<file path="src/rtl/sram_arb_pkg.sv">
// Shared types and limits for the two-requester SRAM arbiter.
// Holds the controller state encoding, read-latency bounds and default widths.
package sram_arb_pkg;

  localparam int ADDR_W_DEF = 32;
  localparam int DATA_W_DEF = 32;
  localparam int RD_LAT_MIN = 1;
  localparam int RD_LAT_MAX = 4;

  typedef enum logic [1:0] {
    ST_IDLE  = 2'd0,
    ST_ISSUE = 2'd1,
    ST_WAIT  = 2'd2,
    ST_DONE  = 2'd3
  } arb_state_e;

  // WAIT counter preload: counts down to zero across RD_LAT cycles.
  function automatic logic [1:0] lat_load(input int lat);
    int l;
    l = (lat < RD_LAT_MIN) ? RD_LAT_MIN : ((lat > RD_LAT_MAX) ? RD_LAT_MAX : lat);
    return 2'(l - 1);
  endfunction

endpackage

</file>
<file path="src/rtl/arb_rr2.sv">
// Two-way round-robin picker. Index 0 is fetch, index 1 is data.
// The last-grant register only advances when the caller accepts a grant.
module arb_rr2 (
  input  logic       i_clk,
  input  logic       i_rst,
  input  logic [1:0] i_req,
  input  logic       i_take,
  output logic [1:0] o_gnt
);

  logic r_last_data;
  logic w_pick_data;

  // On a tie, favour whichever side did not win last time.
  assign w_pick_data = i_req[1] & (~i_req[0] | ~r_last_data);
  assign o_gnt       = {w_pick_data, i_req[0] & ~w_pick_data};

  always_ff @(posedge i_clk) begin
    if (i_rst) begin
      r_last_data <= 1'b0;
    end else if (i_take && (|i_req)) begin
      r_last_data <= w_pick_data;
    end
  end

endmodule

</file>
<file path="src/rtl/sram_arbiter.sv">
// Single-port SRAM shared between an instruction fetch port and a load/store port.
// One transaction in flight: IDLE -> ISSUE -> (WAIT x RD_LAT) -> DONE -> IDLE.
module sram_arbiter
  import sram_arb_pkg::*;
#(
  parameter int ADDR_W = ADDR_W_DEF,
  parameter int DATA_W = DATA_W_DEF,
  parameter int RD_LAT = 1
) (
  input  logic                clk,
  input  logic                rst,
  input  logic                inst_req,
  input  logic [ADDR_W-1:0]   inst_addr,
  output logic [DATA_W-1:0]   inst_rdata,
  output logic                inst_valid,
  output logic                inst_busy,
  input  logic                data_req,
  input  logic                data_we,
  input  logic [DATA_W/8-1:0] data_be,
  input  logic [ADDR_W-1:0]   data_addr,
  input  logic [DATA_W-1:0]   data_wdata,
  output logic [DATA_W-1:0]   data_rdata,
  output logic                data_valid,
  output logic                data_busy,
  output logic                sram_en,
  output logic [DATA_W/8-1:0] sram_we,
  output logic [ADDR_W-1:0]   sram_addr,
  output logic [DATA_W-1:0]   sram_wdata,
  input  logic [DATA_W-1:0]   sram_rdata
);

  localparam int         BE_W     = DATA_W / 8;
  localparam logic [1:0] LAT_LOAD = lat_load(RD_LAT);

  arb_state_e        r_state, w_next;
  logic              r_gnt_data;
  logic              r_we;
  logic [1:0]        r_cnt;
  logic              r_sram_en;
  logic [BE_W-1:0]   r_sram_we;
  logic [ADDR_W-1:0] r_sram_addr;
  logic [DATA_W-1:0] r_sram_wdata;
  logic [DATA_W-1:0] r_inst_rdata;
  logic [DATA_W-1:0] r_data_rdata;

  logic [1:0]        w_gnt;
  logic              w_idle;
  logic              w_grant;
  logic              w_capture;
  logic              w_done;

  assign w_idle = (r_state == ST_IDLE);

  arb_rr2 u_rr (
    .i_clk  (clk),
    .i_rst  (rst),
    .i_req  ({data_req, inst_req}),
    .i_take (w_idle),
    .o_gnt  (w_gnt)
  );

  assign w_grant   = w_idle && (|w_gnt);
  assign w_capture = (r_state == ST_WAIT) && (r_cnt == 2'd0);
  assign w_done    = (r_state == ST_DONE);

  always_comb begin
    w_next = r_state;
    case (r_state)
      ST_IDLE:  if (|w_gnt) w_next = ST_ISSUE;
      ST_ISSUE: w_next = r_we ? ST_DONE : ST_WAIT;
      ST_WAIT:  if (r_cnt == 2'd0) w_next = ST_DONE;
      ST_DONE:  w_next = ST_IDLE;
      default:  w_next = ST_IDLE;
    endcase
  end

  // The SRAM-side registers are loaded at grant so they are live during ISSUE.
  always_ff @(posedge clk) begin
    if (rst) begin
      r_state      <= ST_IDLE;
      r_gnt_data   <= 1'b0;
      r_we         <= 1'b0;
      r_cnt        <= 2'd0;
      r_sram_en    <= 1'b0;
      r_sram_we    <= '0;
      r_sram_addr  <= '0;
      r_sram_wdata <= '0;
      r_inst_rdata <= '0;
      r_data_rdata <= '0;
    end else begin
      r_state   <= w_next;
      r_sram_en <= w_grant;
      r_sram_we <= (w_grant && w_gnt[1] && data_we) ? data_be : '0;
      if (w_grant) begin
        r_gnt_data   <= w_gnt[1];
        r_we         <= w_gnt[1] & data_we;
        r_sram_addr  <= w_gnt[1] ? data_addr : inst_addr;
        r_sram_wdata <= w_gnt[1] ? data_wdata : '0;
      end
      if (r_state == ST_ISSUE) begin
        r_cnt <= LAT_LOAD;
      end else if ((r_state == ST_WAIT) && (r_cnt != 2'd0)) begin
        r_cnt <= r_cnt - 2'd1;
      end
      if (w_capture) begin
        if (r_gnt_data) r_data_rdata <= sram_rdata;
        else            r_inst_rdata <= sram_rdata;
      end
    end
  end

  assign inst_valid = w_done & ~r_gnt_data;
  assign data_valid = w_done &  r_gnt_data;
  assign inst_busy  = inst_req & ~inst_valid;
  assign data_busy  = data_req & ~data_valid;
  assign inst_rdata = r_inst_rdata;
  assign data_rdata = r_data_rdata;
  assign sram_en    = r_sram_en;
  assign sram_we    = r_sram_we;
  assign sram_addr  = r_sram_addr;
  assign sram_wdata = r_sram_wdata;

endmodule

</file>
<file path="config.mk">
export PLATFORM = sky130hd
export DESIGN_NAME = sram_arbiter
export DESIGN_NICKNAME = d
export VERILOG_FILES = /design/src/rtl/sram_arb_pkg.sv /design/src/rtl/arb_rr2.sv /design/src/rtl/sram_arbiter.sv
export SDC_FILE = /design/constraint.sdc
export NUM_CORES = 1
export LEC_CHECK = 0
export ABC_CLOCK_PERIOD_IN_PS = 1700
export CORE_UTILIZATION = 35
export DETAILED_ROUTE_END_ITERATION = 6
export GPL_ROUTABILITY_DRIVEN = 0
export PLACE_DENSITY = 0.76
export SYNTH_ARGS = -nofsm -noshare
export SYNTH_HDL_FRONTEND = slang
export SYNTH_SLANG_ARGS = --single-unit
</file>
<file path="constraint.sdc">
create_clock -name clk -period 1.7 [get_ports clk]
set_input_delay 0.425 -clock clk [delete_from_list [all_inputs] [get_ports clk]]
set_output_delay 0.425 -clock clk [all_outputs]
set_load 0.02 [all_outputs]
</file>
---- Yosys cells after proc, flatten, opt, wreduce, memory -nomap -nowiden ----
Index checks and enable logic that the tools add are counted.
storage, ports and cells
  register bits ........................... 140
  input port bits ......................... 137
  output and inout port bits .............. 137
operators by class
  add/sub/neg operators ................... 1
  eq/ne operators ......................... 5
  muxes and demuxes ....................... 6
  bitwise logic cells ..................... 15
  reduce and logical (&&, ||, !) cells .... 16
operator list
  kind                 number
  $mux 32              2
  $pmux 2 s4           1
  $reduce_or 2->1      4
  $and 1x1->1          7
  $not 1->1            7
  $logic_and 1x1->1    6
  $reduce_and 2->1     3
  $eq 2x2->1 const B   2
  $logic_not 2->1      2
  $mux 2               2
  $ne 2x2->1 const B   2
  $eq 2x1->1 const B   1
  $reduce_bool 2->1    1
  $sub 2x1->2 const B  1
  $mux 1               1
  $or 1x1->1           1

---- Logic depth before layout (Yosys ltp) ----
Gate-level depths: netlist of the first run.
  depth in word-level cells ............... 11
  mapped depth ............................ 8

---- Hierarchy ----
From an unflattened synthesis of the first run, not the netlist that was laid out.
unflattened totals
  cells, all modules ...................... 626
  area total of the unflattened synthesis .. 5602.9 µm²
by module, submodules not included
  module        times used  cells an instance  area an instance (µm²)
  sram_arbiter  1           618                5530.3
  arb_rr2       1           8                  72.6

---- Worst setup path before layout of the first run ----
No wires, ideal clock.
  kind .................................... flip-flop to flip-flop
  from .................................... register r_state[0]
  to ...................................... register r_sram_wdata[10], in the netlist sram_wdata[10]
  setup time .............................. 0.060 ns
  arrival ................................. 1.546 ns
  data required time ...................... 1.640 ns
  slack ................................... 0.095 ns
  stages on the path, launching flop included .. 8
  path buffers ............................ 2
  path through ............................ dfxtp_1 inv_1 ha_1 buf_2 o21a_1 nor2_1 clkbuf_1 a22o_1
between the ends
  word-level cells in the longest chain between the ends .. 2
ends and longest elaborated chain
  item                      RTL line            RTL
  start: declaration        sram_arbiter.sv:35  arb_state_e r_state, w_next;
  start signal: assignment  sram_arbiter.sv:91  r_state <= w_next;
  $logic_not 2->1           sram_arbiter.sv:52  assign w_idle = (r_state == ST_IDLE);
  $logic_and 1x1->1         sram_arbiter.sv:62  assign w_grant = w_idle && (|w_gnt);
  end signal: assignment    sram_arbiter.sv:98  r_sram_wdata <= w_gnt[1] ? data_wdata : '0;
  end: declaration          sram_arbiter.sv:42  logic [DATA_W-1:0] r_sram_wdata;
No other way between the ends.
A chain may end at the register's enable or synchronous reset.

---- Worst setup path in the final report of the first run ----
  from .................................... register r_state[1]
  to ...................................... output data_busy
between the ends
  word-level cells in the longest chain between the ends .. 4
ends and longest elaborated chain
  item              RTL line             RTL
  $eq 2x2->1        sram_arbiter.sv:64   assign w_done = (r_state == ST_DONE);
  $and 1x1->1       sram_arbiter.sv:113  assign data_valid = w_done & r_gnt_data;
  $not 1->1         sram_arbiter.sv:115  assign data_busy = data_req & ~data_valid;
  $and 1x1->1       sram_arbiter.sv:115
  end: declaration  sram_arbiter.sv:24   output logic data_busy,
No other way between the ends.

==> results.ini, run 1 <==
[outcome]
status=complete, but fails checks
failed_checks=negative setup slack

[hold_path]
min_path_type=in -> reg
hold_path.startpoint=rst

[worst_setup_path]
crit_path_start_kind=flip-flop
crit_arrival_ns=1.32
crit_fanout=2
r2r_start=r_state[0]
critical_path_class=reg -> out
crit_path_start=r_state[1]
r2r_slack_ns=0.10
critPathRequiredTime_ns=1.27
critPathCaptureType=output pin

[cts]
cts_tree=done
clkTransAtPathRegs_ns=0.06
worstSkewPairLatency_ns=0.42
htreeDepth=4
cts_buffers=17
cts_root_buf=clkbuf_16
clockBufferDepth=2
cts.sinks=140

[synthesis]
yosys_most_used_dff=dfxtp_1
syn_inst=587
netlist.area_leader.share=0.5505
synth_cell_type_count=29
syn_nets=729
synth_area_leaders=dfxtp_1 55%, nand2_1 14%, a21oi_1 6.4%
yosys_warnings=0
yosys.area.top_type=dfxtp_1
ys_async_sr_fraction=0
ys_seq_elements=140
ys_seq_area_frac=0.5505
syn_avg_cell_area_um2=8.673
syn_area_um2=5091
synth_edf_count=0

[global_route]
antenna_found_initial=0
grt_max_degree=63
grt_pass1_vias=4704
grt_remaining_overflow=0
grt_pass1_wl_um=22970
grtUsageTotal=0.1981

[floorplanning]
die_height_um=122.6
die_area_um2=15030
placementRows=43
top_level_ports=274
die_w_um=122.6
core-area_um2=14040
initial_utilization=0.3626

[timing]
clock_skew_ns=0.006489
slew_headroom=0.7341
fmax_ghz=0.5723
setup_violations=3
setup_ws_ns=-0.04726
rsz0062_at_grt=true
worst_slew_pin_slew_ns=0.3889
final_hold_viol_count=0
tns_ns=-0.08247
period_minus_slack_ns=1.747
fin_crit_sh=1.028
drv_slew=0

[route]
via_per_inst=4.794
ant_nets=0
vias=5029
drc=0
drt-wirelength-per-cell_um=14.32
firstDrtPassIters=4
drt_iter0_markers=234
routed_wirelength_um=15020

[layout]
design_area_um2=8673
area_growth_syn_to_layout_pct=70.36
finalNetCount=999
layout-drive-gt1-share=0.08516
antennaDiodeCount=0

[flow_run]
maxCapViolCount=0

[power]
p_per_area_nw_per_um2=1456
ir_drop_mv=0.7339
p_leak_nw=3.851

[placement]
dp_hpwl_um=10270
place_area_um2=8140
numPortBuffers=273

-- area by class of cell --
type | count | area (um2)
Fill cell | 1249 | 5369
Timing Repair Buffer | 299 | 2913
Sequential cell | 140 | 2805
Multi-Input combinational cell | 394 | 2107
Clock buffer | 19 | 432.9
Tap cell | 180 | 225.2
Clock inverter | 12 | 171.4
Inverter | 5 | 18.77
-- worst paths after layout --
| path | end | cells past startpoint |
|---|---|---|
| setup / recovery | data_busy | 4 |
| hold / removal | r_cnt[1] | 2 |
| setup reg to reg | r_state[0] | 6 |
| hold reg to reg | data_rdata[11] | 2 |
-- flip-flops by register name, summed over array words and instances, names as in the netlist --
register,flops
data_rdata,32
r_gnt_data,1
sram_en,1
sram_we,4
sram_addr,32
r_state,2
r_cnt,2
inst_rdata,32
sram_wdata,32
r_we,1
u_rr.r_last_data,1
-- cell usage after synthesis (2+ instances only) --
library cell / n
a2111oi_0: 3
a21oi_1: 65
a22o_1: 33
a311oi_1: 33
and3_1: 5
buf_1: 3
buf_2: 8
buf_6: 5
clkbuf_1: 32
dfxtp_1: 140
ha_1: 5
inv_1: 5
nand2_1: 193
nand2b_1: 2
nor2_1: 36
nor2b_1: 4
nor3_1: 3
-- per-stage QoR --
step                total power, mW  hold slack [ns]  std cells  worst slack, ns    util
floorplan                     6.784           0.4380        587          0.09473       -
global placement              9.072           0.4405       1016          -0.4746  0.5797
detailed placement            9.113           0.4455       1016          -0.4843  0.5797
CTS                           12.58           0.2976       1047         -0.07262  0.6129
global route                  13.36           0.3267       1049         -0.09620  0.6177
finish                        12.63           0.3245       1049         -0.04726  0.6177
-- repair_timing --
action	in CTS	in global routing
cloned	0	1
setup buffers	0	1
resized for setup	163	9
hold buffers	0	0
endpoints found under the setup margin	138	27
pin swaps	0	1
-- cell families after synthesis --
family	count (synthesis)	synth area share
AOI/OAI and AO/OA	139	0.1912
xor gates and xnor gates	1	0.001721
adders and majority gates	5	0.01229
buffers and inverters	53	0.04842
DFF	140	0.5505
muxes	1	0.001966
and+or+nand+nor	248	0.1939
-- worst max-delay path: stages (launching register included) --
cell and delay, ns:
dfxtp_2 0.33, ha_4 0.16, and2_4 0.16, nor2b_1 0.11, buf_4 0.15
-- layer usage --
| metal | part of all wire | vias to the layer above | track usage | wire length, um |
|---|---|---|---|---|
| met5 | 0 | - | 0 | 0 |
| met4 | 0.019 | 0 | 0.08308 | 291 |
| met3 | 0.089 | 23 | 0.08504 | 1340 |
| met2 | 0.49 | 181 | 0.3269 | 7350 |
| met1 | 0.40 | 2285 | 0.2224 | 6037 |
| li1 | - | 2540 | - | - |
-- layout by cell type (no fill, tap or decap), types with 2 or more instances in the layout --
master           count
clkbuf_16           18
buf_6                3
nor3_1               3
nor2_1              35
buf_12              11
dlygate4sd2_1      133
nand2_1            193
ha_1                 2
dfxtp_1            138
and3_1               5
clkinvlp_4           3
a311oi_1            33
inv_1                5
clkinv_2             4
a21oi_1             65
a22o_1              33
nor2b_4              2
dfxtp_2              2
bufinv_16            4
nand2b_1             2
clkdlybuf4s50_1    135
clkbuf_1             2
buf_4               15
ha_4                 2
-- power breakdown --
group          internal [mW]  switching (mW)  total (mW)
combinational           2.02            2.51        4.54
clock                   2.44            1.38        3.82
sequential              3.95           0.321        4.27
No activity file was read; power rests on OpenSTA's default activity.
==> run 2: changes to the inputs <==
--- a/config.mk
+++ b/config.mk
@@ -10,6 +10,7 @@
 export DETAILED_ROUTE_END_ITERATION = 6
 export GPL_ROUTABILITY_DRIVEN = 0
 export PLACE_DENSITY = 0.76
+export SKIP_LAST_GASP = 1
 export SYNTH_ARGS = -nofsm -noshare
 export SYNTH_HDL_FRONTEND = slang
 export SYNTH_SLANG_ARGS = --single-unit
==> results.ini, run 2 (synthesis gave the netlist of run 1 again) <==
[outcome]
status=complete, but fails checks
failed_checks=negative setup slack

[route]
routed_wirelength_um=14970  ; -0.34%
via_per_inst=4.783  ; -0.24%
firstDrtPassIters=4  ; unchanged
vias=5017  ; -0.24%
drc=0  ; unchanged
drt_iter0_markers=217  ; -7.3%
drt-wirelength-per-cell_um=14.27  ; -0.34%
ant_nets=0  ; unchanged

[cts]
cts_root_buf=clkbuf_16
clkTransAtPathRegs_ns=0.06  ; about the same
cts_tree=done
clockBufferDepth=2  ; unchanged
worstSkewPairLatency_ns=0.42  ; about the same
cts.sinks=140  ; unchanged
cts-hold-fix-buffers=0  ; unchanged
cts_buffers=17  ; unchanged
htreeDepth=4  ; unchanged

[layout]
layout_commonest_cell=nand2_1
layout-drive-gt1-share=0.08400  ; -0.001151
antennaDiodeCount=0  ; unchanged
final_cell_mix=193 x nand2_1, 138 x dfxtp_1, 135 x clkdlybuf4s50_1
area_growth_syn_to_layout_pct=70.09
finalNetCount=999  ; unchanged
design_area_um2=8660  ; -0.16%

[timing]
worst_slew_pin_slew_ns=0.3562  ; -0.03266 ns
drv_slew=0  ; unchanged
slew_headroom=0.7564  ; +0.02233
rsz0062_at_grt=true
clock_skew_ns=0.006756  ; +0.0002667 ns
period_minus_slack_ns=1.742  ; -0.004794 ns
setup_violations=3  ; unchanged
final_hold_viol_count=0  ; unchanged
setup_ws_ns=-0.04247  ; +0.004794 ns
tns_ns=-0.07133  ; +0.01114 ns
fin_crit_sh=1.025  ; -0.002820
fmax_ghz=0.5739  ; +0.28%

[flow_run]
maxCapViolCount=0  ; unchanged

[global_route]
grtUsageTotal=0.1980  ; about the same
grt_max_degree=63  ; unchanged
grt_pass1_vias=4703  ; -0.021%
grt_pass1_wl_um=22960  ; about the same
grt_remaining_overflow=0  ; unchanged
antenna_found_initial=0  ; unchanged

[worst_setup_path]
cpPeakStageDelay_ns=0.33  ; about the same
critPathTopFamily=flip-flops
path_cells=ha_4 > and2_4 > nor2b_1 > buf_4
critPathCaptureType=output pin
crit_buf_inv=1  ; unchanged
crit_path_start_kind=flip-flop
crit_arrival_ns=1.32  ; about the same
cp_slowest_cell=dfxtp_2
crit_fanout=2  ; unchanged
critical_path_class=reg -> out
critPathRequiredTime_ns=1.27  ; about the same

[floorplanning]
initial_utilization=0.3626  ; unchanged
die_area_um2=15030  ; unchanged
die_w_um=122.6  ; unchanged
core-area_um2=14040  ; unchanged
placementRows=43  ; unchanged
die_height_um=122.6  ; unchanged
top_level_ports=274  ; unchanged

[placement]
dp_hpwl_um=10270  ; unchanged
numPortBuffers=273  ; unchanged
place_area_um2=8140  ; unchanged

[power]
p_leak_nw=3.851  ; about the same
ir_drop_mv=0.7318  ; -0.29%
power_mw=12.59  ; -0.29%
p_per_area_nw_per_um2=1454  ; -0.14%

[hold_path]
min_path_type=in -> reg

==> run 2: final timing paths <==
path / end / start / cells past startpoint / slack [ns]
max: data_busy / r_state[1] / 4 / -0.04
min: r_cnt[0] / rst / 2 / 0.32
max reg2reg: r_state[0] / r_state[0] / 6 / 0.10
min reg2reg: data_rdata[11] / data_rdata[11] / 2 / 0.45
==> run 2: power breakdown <==
group	leakage [nW]	switching (mW)	internal, mW
clock	0.289	1.38	2.44
combinational	2.42	2.50	2.00
sequential	1.14	0.322	3.95
total	3.85	4.20	8.39
==> run 2: final cells by class <==
type | instances | area, um2
repair buffers | 299 | 2913
clock buffers | 19 | 432.9
fillers | 1249 | 5383
flip-flops and latches | 140 | 2805
multi-input cells | 394 | 2093
clock inverters | 12 | 171.4
well taps | 180 | 225.2
inverters | 5 | 18.77
==> run 2: metrics by stage <==
step	std cells	hold slack (ns)	utilization	setup WS, ns
CTS	1047	0.2976	0.6126	-0.08959
detailed placement	1016	0.4455	0.5797	-0.4843
global placement	1016	0.4405	0.5797	-0.4746
floorplan	587	0.4380	-	0.09473
finish	1049	0.3240	0.6167	-0.04247
global route	1049	0.3234	0.6167	-0.09620
==> run 2: what timing repair did <==
action | in CTS | in global routing
resized for setup | 161 | 7
cloned | 0 | 1
setup buffers | 0 | 1
pin swaps | 0 | 1
endpoints found under the setup margin | 138 | 28
==> run 2: metal layers <==
layer / vias to the layer above / global-route usage / wire, um
met5: - / 0 / 0
met4: 0 / 0.08308 / 291
met3: 23 / 0.08504 / 1347
met2: 189 / 0.3265 / 7306
met1: 2269 / 0.2224 / 6023
li1: 2536 / - / -
